File: config.mk
export PLATFORM = sky130hd
export DESIGN_NAME = calc_controller
export DESIGN_NICKNAME = d
export VERILOG_FILES = /design/src/rtl/calculator_pkg.sv /design/src/rtl/calc_controller.sv
export SDC_FILE = /design/constraint.sdc
export NUM_CORES = 1
export LEC_CHECK = 0
export BUFFER_PORTS_ARGS = -buffer_cell sky130_fd_sc_hd__buf_2
export CORE_MARGIN = 4
export CORE_UTILIZATION = 40
export CTS_CLUSTER_DIAMETER = 40
export DETAILED_ROUTE_END_ITERATION = 12
export GPL_TIMING_DRIVEN = 0
export PLACE_DENSITY = 0.87
export SLEW_MARGIN = 20
export SYNTH_ARGS = -nofsm -noshare
export SYNTH_HDL_FRONTEND = slang
export SYNTH_SLANG_ARGS = --single-unit
File: constraint.sdc
create_clock -name clk_i -period 2.5 [get_ports clk_i]
set_input_delay 0.5 -clock clk_i [delete_from_list [all_inputs] [get_ports clk_i]]
set_output_delay 0.5 -clock clk_i [all_outputs]
set_load 0.1 [all_outputs]
File: src/rtl/calculator_pkg.sv
// Shared sizing constants and FSM state encoding for the calculator datapath controller.
package calculator_pkg;
    localparam int ADDR_W        = 10;
    localparam int DATA_W        = 32;
    localparam int MEM_WORD_SIZE = 64;

    typedef enum logic [3:0] {
        IDLE, RD_A, LD_A, RD_B, LD_B, SETTLE, WRITE, DONE, ERR
    } state_t;
endpackage

File: src/rtl/calc_controller.sv
// Sequencer: reads operand word pairs from SRAM, feeds the external adder, steers sums
// into the result buffer halves and writes each filled buffer back, one word per 6 cycles.
module calc_controller
    import calculator_pkg::*;
(
    input  logic                     clk_i,
    input  logic                     rst_ni,
    input  logic                     start_i,
    input  logic [ADDR_W-1:0]        read_start_addr_i,
    input  logic [ADDR_W-1:0]        read_end_addr_i,
    input  logic [ADDR_W-1:0]        write_start_addr_i,
    input  logic [MEM_WORD_SIZE-1:0] mem_rdata_i,
    input  logic [MEM_WORD_SIZE-1:0] buffer_i,
    output logic                     mem_rd_en_o,
    output logic                     mem_wr_en_o,
    output logic [ADDR_W-1:0]        mem_addr_o,
    output logic [MEM_WORD_SIZE-1:0] mem_wdata_o,
    output logic [DATA_W-1:0]        operand_a_o,
    output logic [DATA_W-1:0]        operand_b_o,
    output logic                     loc_sel_o,
    output logic                     busy_o,
    output logic                     done_o,
    output logic                     error_o
);
    state_t              state_q, state_d;
    logic [ADDR_W-1:0]   rd_ptr_q, rd_ptr_d;
    logic [ADDR_W-1:0]   wr_ptr_q, wr_ptr_d;
    logic [ADDR_W-1:0]   end_q, end_d;
    logic [DATA_W-1:0]   op_a_q, op_a_d;
    logic [DATA_W-1:0]   op_b_q, op_b_d;
    logic                loc_sel_q, loc_sel_d;
    logic [ADDR_W-1:0]   span;
    logic                range_bad;

    // An even span means an odd word count, which cannot form complete pairs.
    assign span      = read_end_addr_i - read_start_addr_i;
    assign range_bad = (read_start_addr_i > read_end_addr_i) || !span[0];

    always_ff @(posedge clk_i or negedge rst_ni) begin
        if (!rst_ni) begin
            state_q   <= IDLE;
            rd_ptr_q  <= '0;
            wr_ptr_q  <= '0;
            end_q     <= '0;
            op_a_q    <= '0;
            op_b_q    <= '0;
            loc_sel_q <= 1'b0;
        end else begin
            state_q   <= state_d;
            rd_ptr_q  <= rd_ptr_d;
            wr_ptr_q  <= wr_ptr_d;
            end_q     <= end_d;
            op_a_q    <= op_a_d;
            op_b_q    <= op_b_d;
            loc_sel_q <= loc_sel_d;
        end
    end

    always_comb begin
        state_d     = state_q;
        rd_ptr_d    = rd_ptr_q;
        wr_ptr_d    = wr_ptr_q;
        end_d       = end_q;
        op_a_d      = op_a_q;
        op_b_d      = op_b_q;
        loc_sel_d   = loc_sel_q;
        mem_rd_en_o = 1'b0;
        mem_wr_en_o = 1'b0;
        mem_addr_o  = '0;
        mem_wdata_o = '0;
        done_o      = 1'b0;
        error_o     = 1'b0;

        unique case (state_q)
            IDLE: begin
                if (start_i) begin
                    rd_ptr_d = read_start_addr_i;
                    wr_ptr_d = write_start_addr_i;
                    end_d    = read_end_addr_i;
                    state_d  = range_bad ? ERR : RD_A;
                end
            end
            RD_A: begin
                mem_rd_en_o = 1'b1;
                mem_addr_o  = rd_ptr_q;
                state_d     = LD_A;
            end
            LD_A: begin
                // Operands and half-select must move together: the buffer captures every clock.
                op_a_d    = mem_rdata_i[DATA_W-1:0];
                op_b_d    = mem_rdata_i[MEM_WORD_SIZE-1:DATA_W];
                loc_sel_d = 1'b0;
                rd_ptr_d  = rd_ptr_q + ADDR_W'(1);
                state_d   = RD_B;
            end
            RD_B: begin
                mem_rd_en_o = 1'b1;
                mem_addr_o  = rd_ptr_q;
                state_d     = LD_B;
            end
            LD_B: begin
                op_a_d    = mem_rdata_i[DATA_W-1:0];
                op_b_d    = mem_rdata_i[MEM_WORD_SIZE-1:DATA_W];
                loc_sel_d = 1'b1;
                state_d   = SETTLE;
            end
            SETTLE: state_d = WRITE;
            WRITE: begin
                mem_wr_en_o = 1'b1;
                mem_addr_o  = wr_ptr_q;
                mem_wdata_o = buffer_i;
                wr_ptr_d    = wr_ptr_q + ADDR_W'(1);
                // Compare before incrementing so an end address at the top of memory still stops.
                if (rd_ptr_q == end_q) begin
                    state_d = DONE;
                end else begin
                    rd_ptr_d = rd_ptr_q + ADDR_W'(1);
                    state_d  = RD_A;
                end
            end
            DONE: begin
                done_o  = 1'b1;
                state_d = IDLE;
            end
            ERR: begin
                error_o = 1'b1;
                state_d = IDLE;
            end
            default: state_d = IDLE;
        endcase
    end

    assign operand_a_o = op_a_q;
    assign operand_b_o = op_b_q;
    assign loc_sel_o   = loc_sel_q;
    assign busy_o      = (state_q != IDLE);
endmodule

# ---- After elaboration in Yosys (flattened, before gate mapping)
# Index checks and enable logic that the tools add are counted.
dict set report word_totals {
  regBits 99
  out_inout_bits 144
  elab_cells 50
}
dict set report classes {
  add_sub_neg 3
  n_lt_le_gt_ge 1
  eq_ne 11
  muxes 16
  reduce_logical 12
}
# op n
set op_table {}
lappend op_table {{64-bit two-way mux} 1}
lappend op_table {{10-bit case mux with 2 select lines} 2}
lappend op_table {{10-bit two-way mux} 3}
lappend op_table {{10-bit case mux with 3 select lines} 1}
lappend op_table {{4-bit case mux with 7 select lines} 1}
lappend op_table {{10-bit by 1-bit adder with 10-bit output, second input constant} 2}
lappend op_table {{4-bit by 3-bit == test with 1-bit output, second input constant} 4}
lappend op_table {{10-bit == test} 1}
lappend op_table {{10-bit greater-than comparator} 1}
lappend op_table {{4-bit by 2-bit == test with 1-bit output, second input constant} 2}
lappend op_table {{4-bit two-way mux} 2}
lappend op_table {{4-bit by 1-bit == test with 1-bit output, second input constant} 1}
lappend op_table {{4-bit == test, second input constant} 1}
lappend op_table {{4-bit zero test} 1}
lappend op_table {{1-bit two-way mux} 4}
lappend op_table {{2-bit != test, second input constant} 2}
lappend op_table {{2-bit AND reduction} 2}
lappend op_table {{2-bit nonzero test} 2}
lappend op_table {{4-bit nonzero test} 1}
lappend op_table {{2-bit OR reduction} 2}
lappend op_table {{3-bit two-way mux} 1}
lappend op_table {{3-bit AND reduction} 1}
lappend op_table {{3-bit nonzero test} 1}
lappend op_table {{1-bit case mux with 2 select lines} 1}
lappend op_table {{3 further kinds} 3}

# ---- Longest topological paths before layout
dict set report logic_depth {
  word_depth 6
  depth_mapped 8
  mapped_depth_nobuf 7
}

# ---- Worst setup path before layout
# OpenSTA, ideal clock, no wires.
dict set report synth_path {
  kind {reg2out}
  start {register state_q[1]}
  end {output port error_o}
  t_arrival_ps 3696
  slack_ps -1696
  stages_incl_launch_ff 3
  n_path_buf 1
  path_cell_list {dfrtp_1 -> buf_2 -> nor4b_1}
}
dict set report synth_via {
  elab_chain_len 2
}
# element line_no
set synth_rtl {}
lappend synth_rtl {{start: declaration} calc_controller.sv:25} ;# state_t state_q, state_d;
lappend synth_rtl {{start signal: assignment} calc_controller.sv:49} ;# state_q <= state_d;
lappend synth_rtl {{4-bit == test} calc_controller.sv:74} ;# unique case (state_q)
lappend synth_rtl {{1-bit two-way mux} calc_controller.sv:74}
lappend synth_rtl {{end: declaration} calc_controller.sv:23} ;# output logic error_o
# Every way passes these cells.

# ---- Final worst setup path
dict set report layout_path {
  start {register state_q[0]}
  end {output port mem_wdata_o[28]}
}
dict set report layout_via {
  elab_chain_len 2
}
# element line_no
set layout_rtl {}
lappend layout_rtl {{4-bit by 3-bit == test with 1-bit output} calc_controller.sv:74}
lappend layout_rtl {{64-bit two-way mux} calc_controller.sv:74}
lappend layout_rtl {{end: declaration} calc_controller.sv:17} ;# output logic [MEM_WORD_SIZE-1:0] mem_wdata_o,
# Every way passes these cells.

==> results.md <==
| Parameter | Value | Unit |
|:---|:---|:---|
| Synthesized area | 5070 | um^2 |
| Die Span Y | 120.6 | um |
| Core region area | 12210 | um^2 |
| Number of violations reported at the end of detailed-routing iteration 0 | 379 | - |
| Worst path max stage delay | 0.37 | ns |
| Number of max-cap violations | 0 | - |
| Clock latency reported for the late side of the worst-skew pair | 0.35 | ns |
| Post-route core utilization | 0.6891 | - |
| Clock Pin Slew Worst Setup and Hold Paths | 0.07 | ns |
| CTS Buf Count | 9 | - |
| Number of vias in the routed layout | 4976 | - |
| Clock Tree Root | sky130_fd_sc_hd__clkbuf_16 | - |
| Die outline width | 120.6 | um |
| Number of routed nets with antenna violations | 0 | - |
| Number of buffer and inverter stages on the critical path | 4 | - |
| Total count of hold-check failures in the final report | 0 | - |
| Number of placement rows | 40 | - |
| Remaining Overflow, GRT | 0 | - |
| Final Skew | 0.01044 | ns |
| Total of fill cells in the finished design | 909 | - |
| Maximum level of the CTS H-tree | 3 | - |
| Post-synthesis cell type count | 49 | - |
| Average cell area after synthesis | 10.83 | um^2 |
| Kind of launch point of the worst setup path | flop | - |
| Yosys synthesis warning count | 0 | - |
| Weighted congestion at the end of routability-driven global placement | 0.8418 | - |
| Wire length of the first global-routing pass | 26.61 | mm |
| IO buf count | 304 | - |
| DR WL/cell | 19.46 | um |
| Hold/Removal Path Class | input pin to asynchronous set/reset pin | - |
| Worst path arrival time | 1.97 | ns |
| Crit path time final | 2.468 | ns |
| Initial core utilization | 0.4152 | - |
| CP top delay family | buffers and inverters | - |
| Max Transition Viols Final | 0 | - |
| Clk sink count | 99 | - |
| Type of destination of the critical path | output port | - |
| Tightest slew margin relative to the limit | 0.6459 | - |
| Cell-by-cell trace of the critical path | buf_6 > and4bb_2 > buf_4 > clkbuf_4 > and2_1 > buf_12 | - |
| Vias per Instance | 5.162 | - |
| Setup repair after global routing missed its margin | true | - |
| # DRC | 0 | - |
| Share of synthesized area occupied by flip-flops and latches | 0.4886 | - |
| Number of synthesized register bits | 99 | - |
| DIE AREA | 14540 | um^2 |
| Share of layout cells above drive strength 1 | 0.6005 | - |
| EDFF count, synth | 0 | - |
| Final-stage net count | 964 | - |
| Worst Setup Path Type | flop to output port | - |
| Diodes inserted | 0 | - |
| Worst-case clock buffer depth | 2 | - |
| TritonCTS clock tree | yes | - |
| Finish-stage setup viols | 0 | - |
| Total nets after synthesis | 641 | - |
| Number of antenna violations at the first check in global routing | 0 | - |
| Post-Syn Instances | 468 | - |
| Largest net degree at the start of global routing | 76 | - |
| Run status | finished, final reports clean | - |
| Layout-stage area growth over the synthesis result | 65.99 | % |
| First-pass DRT Iterations | 5 | - |
| Synth Flop Type | sky130_fd_sc_hd__dfrtp_1 | - |
| Transition at the pin with the smallest max-transition slack | 0.5310 | ns |
| I/O pin count | 305 | - |
| Final routed wirelength across all metal layers | 18.76 | mm |
| Async set-reset flop share out of synthesis | 1.000 | - |
| CTS Hold Bufs | 0 | - |
| Data required time at the worst endpoint | 2.00 | ns |
| Vias in the first global route | 5170 | - |
| CP max-delay cell | sky130_fd_sc_hd__dfrtp_1 | - |
| Final HPWL DP | 13.07 | mm |
| Worst Path Max Fanout | 10 | - |
| Max Clk Rate | 405.2 | MHz |
| Crit share post-route | 0.9871 | - |
| All-layer global routing usage | 0.2337 | - |
[metrics by stage]
stage	setup slack, ns	cell area [um^2]	hold slack (ns)	TNS [ns]	cells
floorplan	0.02466	5139	0.2044	0	468
global placement	-0.3601	6870	0.4819	-14.10	940
detailed placement	-0.3484	6904	0.3804	-6.093	941
CTS	0.02031	7771	0.004417	0	959
global route	-0.06818	8416	0.01661	-1.567	964
finish	0.03228	8416	0.006578	0	964
[worst paths after layout]
| kind | start | endpoint | slack, ns | cells after the start |
|---|---|---|---|---|
| min in group clk_i | mem_rdata_i[10] | operand_a_o[10] | 0.37 | 2 |
| worst min-delay path | rst_ni | end_q[8] | 0.007 | 1 |
| worst max-delay path | state_q[0] | mem_wdata_o[28] | 0.03 | 6 |
| max in group asynchronous | rst_ni | operand_b_o[12] | 1.84 | 2 |
| worst min register to register | operand_b_o[16] | operand_b_o[16] | 0.50 | 1 |
| worst max register to register | state_q[0] | wr_ptr_q[4] | 0.35 | 9 |
[logic make-up after synthesis]
family,after synthesis,synth area share
flip-flops,99,0.4886
multiplexers,67,0.1491
XOR/XNOR,10,0.01727
adder cells (fa/ha/maj),12,0.02961
AND/OR/NAND/NOR,158,0.1728
AO/OA/AOI/OAI,75,0.1027
buffers and inverters,47,0.03998
[state kept, by name (all words and copies together), names as in the netlist]
register,cells
end_q,10
loc_sel_o,1
state_q,4
operand_b_o,32
wr_ptr_q,10
rd_ptr_q,10
operand_a_o,32
[worst reg2reg max path, delay by kind of cell, from the launching register on]
kind | cells | cell delay (ns)
compound gates | 2 | 0.49
flops | 1 | 0.37
simple gates | 3 | 0.67
buf+inv | 4 | 0.49
[synthesized netlist by cell type, types with 2 or more instances]
cell	n	area share
sky130_fd_sc_hd__dfrtp_1	99	0.49
sky130_fd_sc_hd__and2_1	65	0.080
sky130_fd_sc_hd__mux2_2	64	0.14
sky130_fd_sc_hd__nand2_1	33	0.024
sky130_fd_sc_hd__clkbuf_1	17	0.013
sky130_fd_sc_hd__nor2_1	17	0.013
sky130_fd_sc_hd__o21ai_0	17	0.017
sky130_fd_sc_hd__inv_1	16	0.012
sky130_fd_sc_hd__buf_2	12	0.012
sky130_fd_sc_hd__ha_1	12	0.030
sky130_fd_sc_hd__a21oi_1	10	0.0099
sky130_fd_sc_hd__nand3_1	10	0.0099
sky130_fd_sc_hd__nor3_1	10	0.0099
sky130_fd_sc_hd__xnor2_1	10	0.017
sky130_fd_sc_hd__a22o_1	7	0.012
sky130_fd_sc_hd__a2bb2oi_1	7	0.012
sky130_fd_sc_hd__a211oi_1	5	0.0074
sky130_fd_sc_hd__o22ai_1	5	0.0062
sky130_fd_sc_hd__nand4_1	4	0.0049
sky130_fd_sc_hd__nor2b_1	4	0.0049
sky130_fd_sc_hd__o21a_1	4	0.0059
sky130_fd_sc_hd__a311oi_1	3	0.0052
sky130_fd_sc_hd__a31oi_1	3	0.0037
sky130_fd_sc_hd__and4_1	3	0.0052
sky130_fd_sc_hd__mux2i_1	2	0.0039
sky130_fd_sc_hd__nor2_2	2	0.0025
sky130_fd_sc_hd__o21ai_2	2	0.0035
sky130_fd_sc_hd__o21bai_1	2	0.0030
sky130_fd_sc_hd__o31a_1	2	0.0035
sky130_fd_sc_hd__o31ai_1	2	0.0030
[routing by layer]
metal	track usage	up-vias	wire length (um)
li1	-	2284	-
met1	0.2473	2378	6454
met2	0.4377	261	9873
met3	0.05519	53	1509
met4	0.1034	0	927
met5	0	-	0
[layout by cell type (no fill, tap or decap), drive strengths merged, types with 2 or more instances in the layout]
cell type  synthesis  routed
nand4              5       5
inv               16      20
dfrtp             99      99
a22o               7       7
bufinv             0       2
o31a               2       2
o21a               4       4
xnor2             10      10
a31oi              3       3
ha                12      12
o21bai             2       2
nor2b              4       4
nand3             10      10
nand2             33      33
o31ai              2       2
a311oi             3       3
mux2              65      65
a2bb2oi            7       7
clkbuf            17      24
and2              65      65
nor2              19      19
a211oi             5       5
mux2i              2       2
nor3              11      11
and4               3       3
o22ai              5       5
buf               14     328
o21ai             19      19
a21oi             10      10
[repair_timing]
item | 4_1_cts | 5_1_grt
pin swaps | 0 | 3
resized for setup | 159 | 175
endpoints found under the setup margin | 76 | 76
setup buffers | 2 | 3
gates cloned | 0 | 2
[cell type report]
cell class	count	area, um^2	area share
sequential	99	2477	0.2944
inverter	16	60.06	0.007136
tap	168	210.2	0.02498
multi-input combinational	322	2514	0.2987
timing repair buffer	312	2615	0.3107
buffer	31	207.7	0.02468
clock inverter	7	106.4	0.01264
clock buffer	9	225.2	0.02676
Power is not shown: default switching activity piles up to over one toggle a cycle in this logic, so the estimate is an artifact.
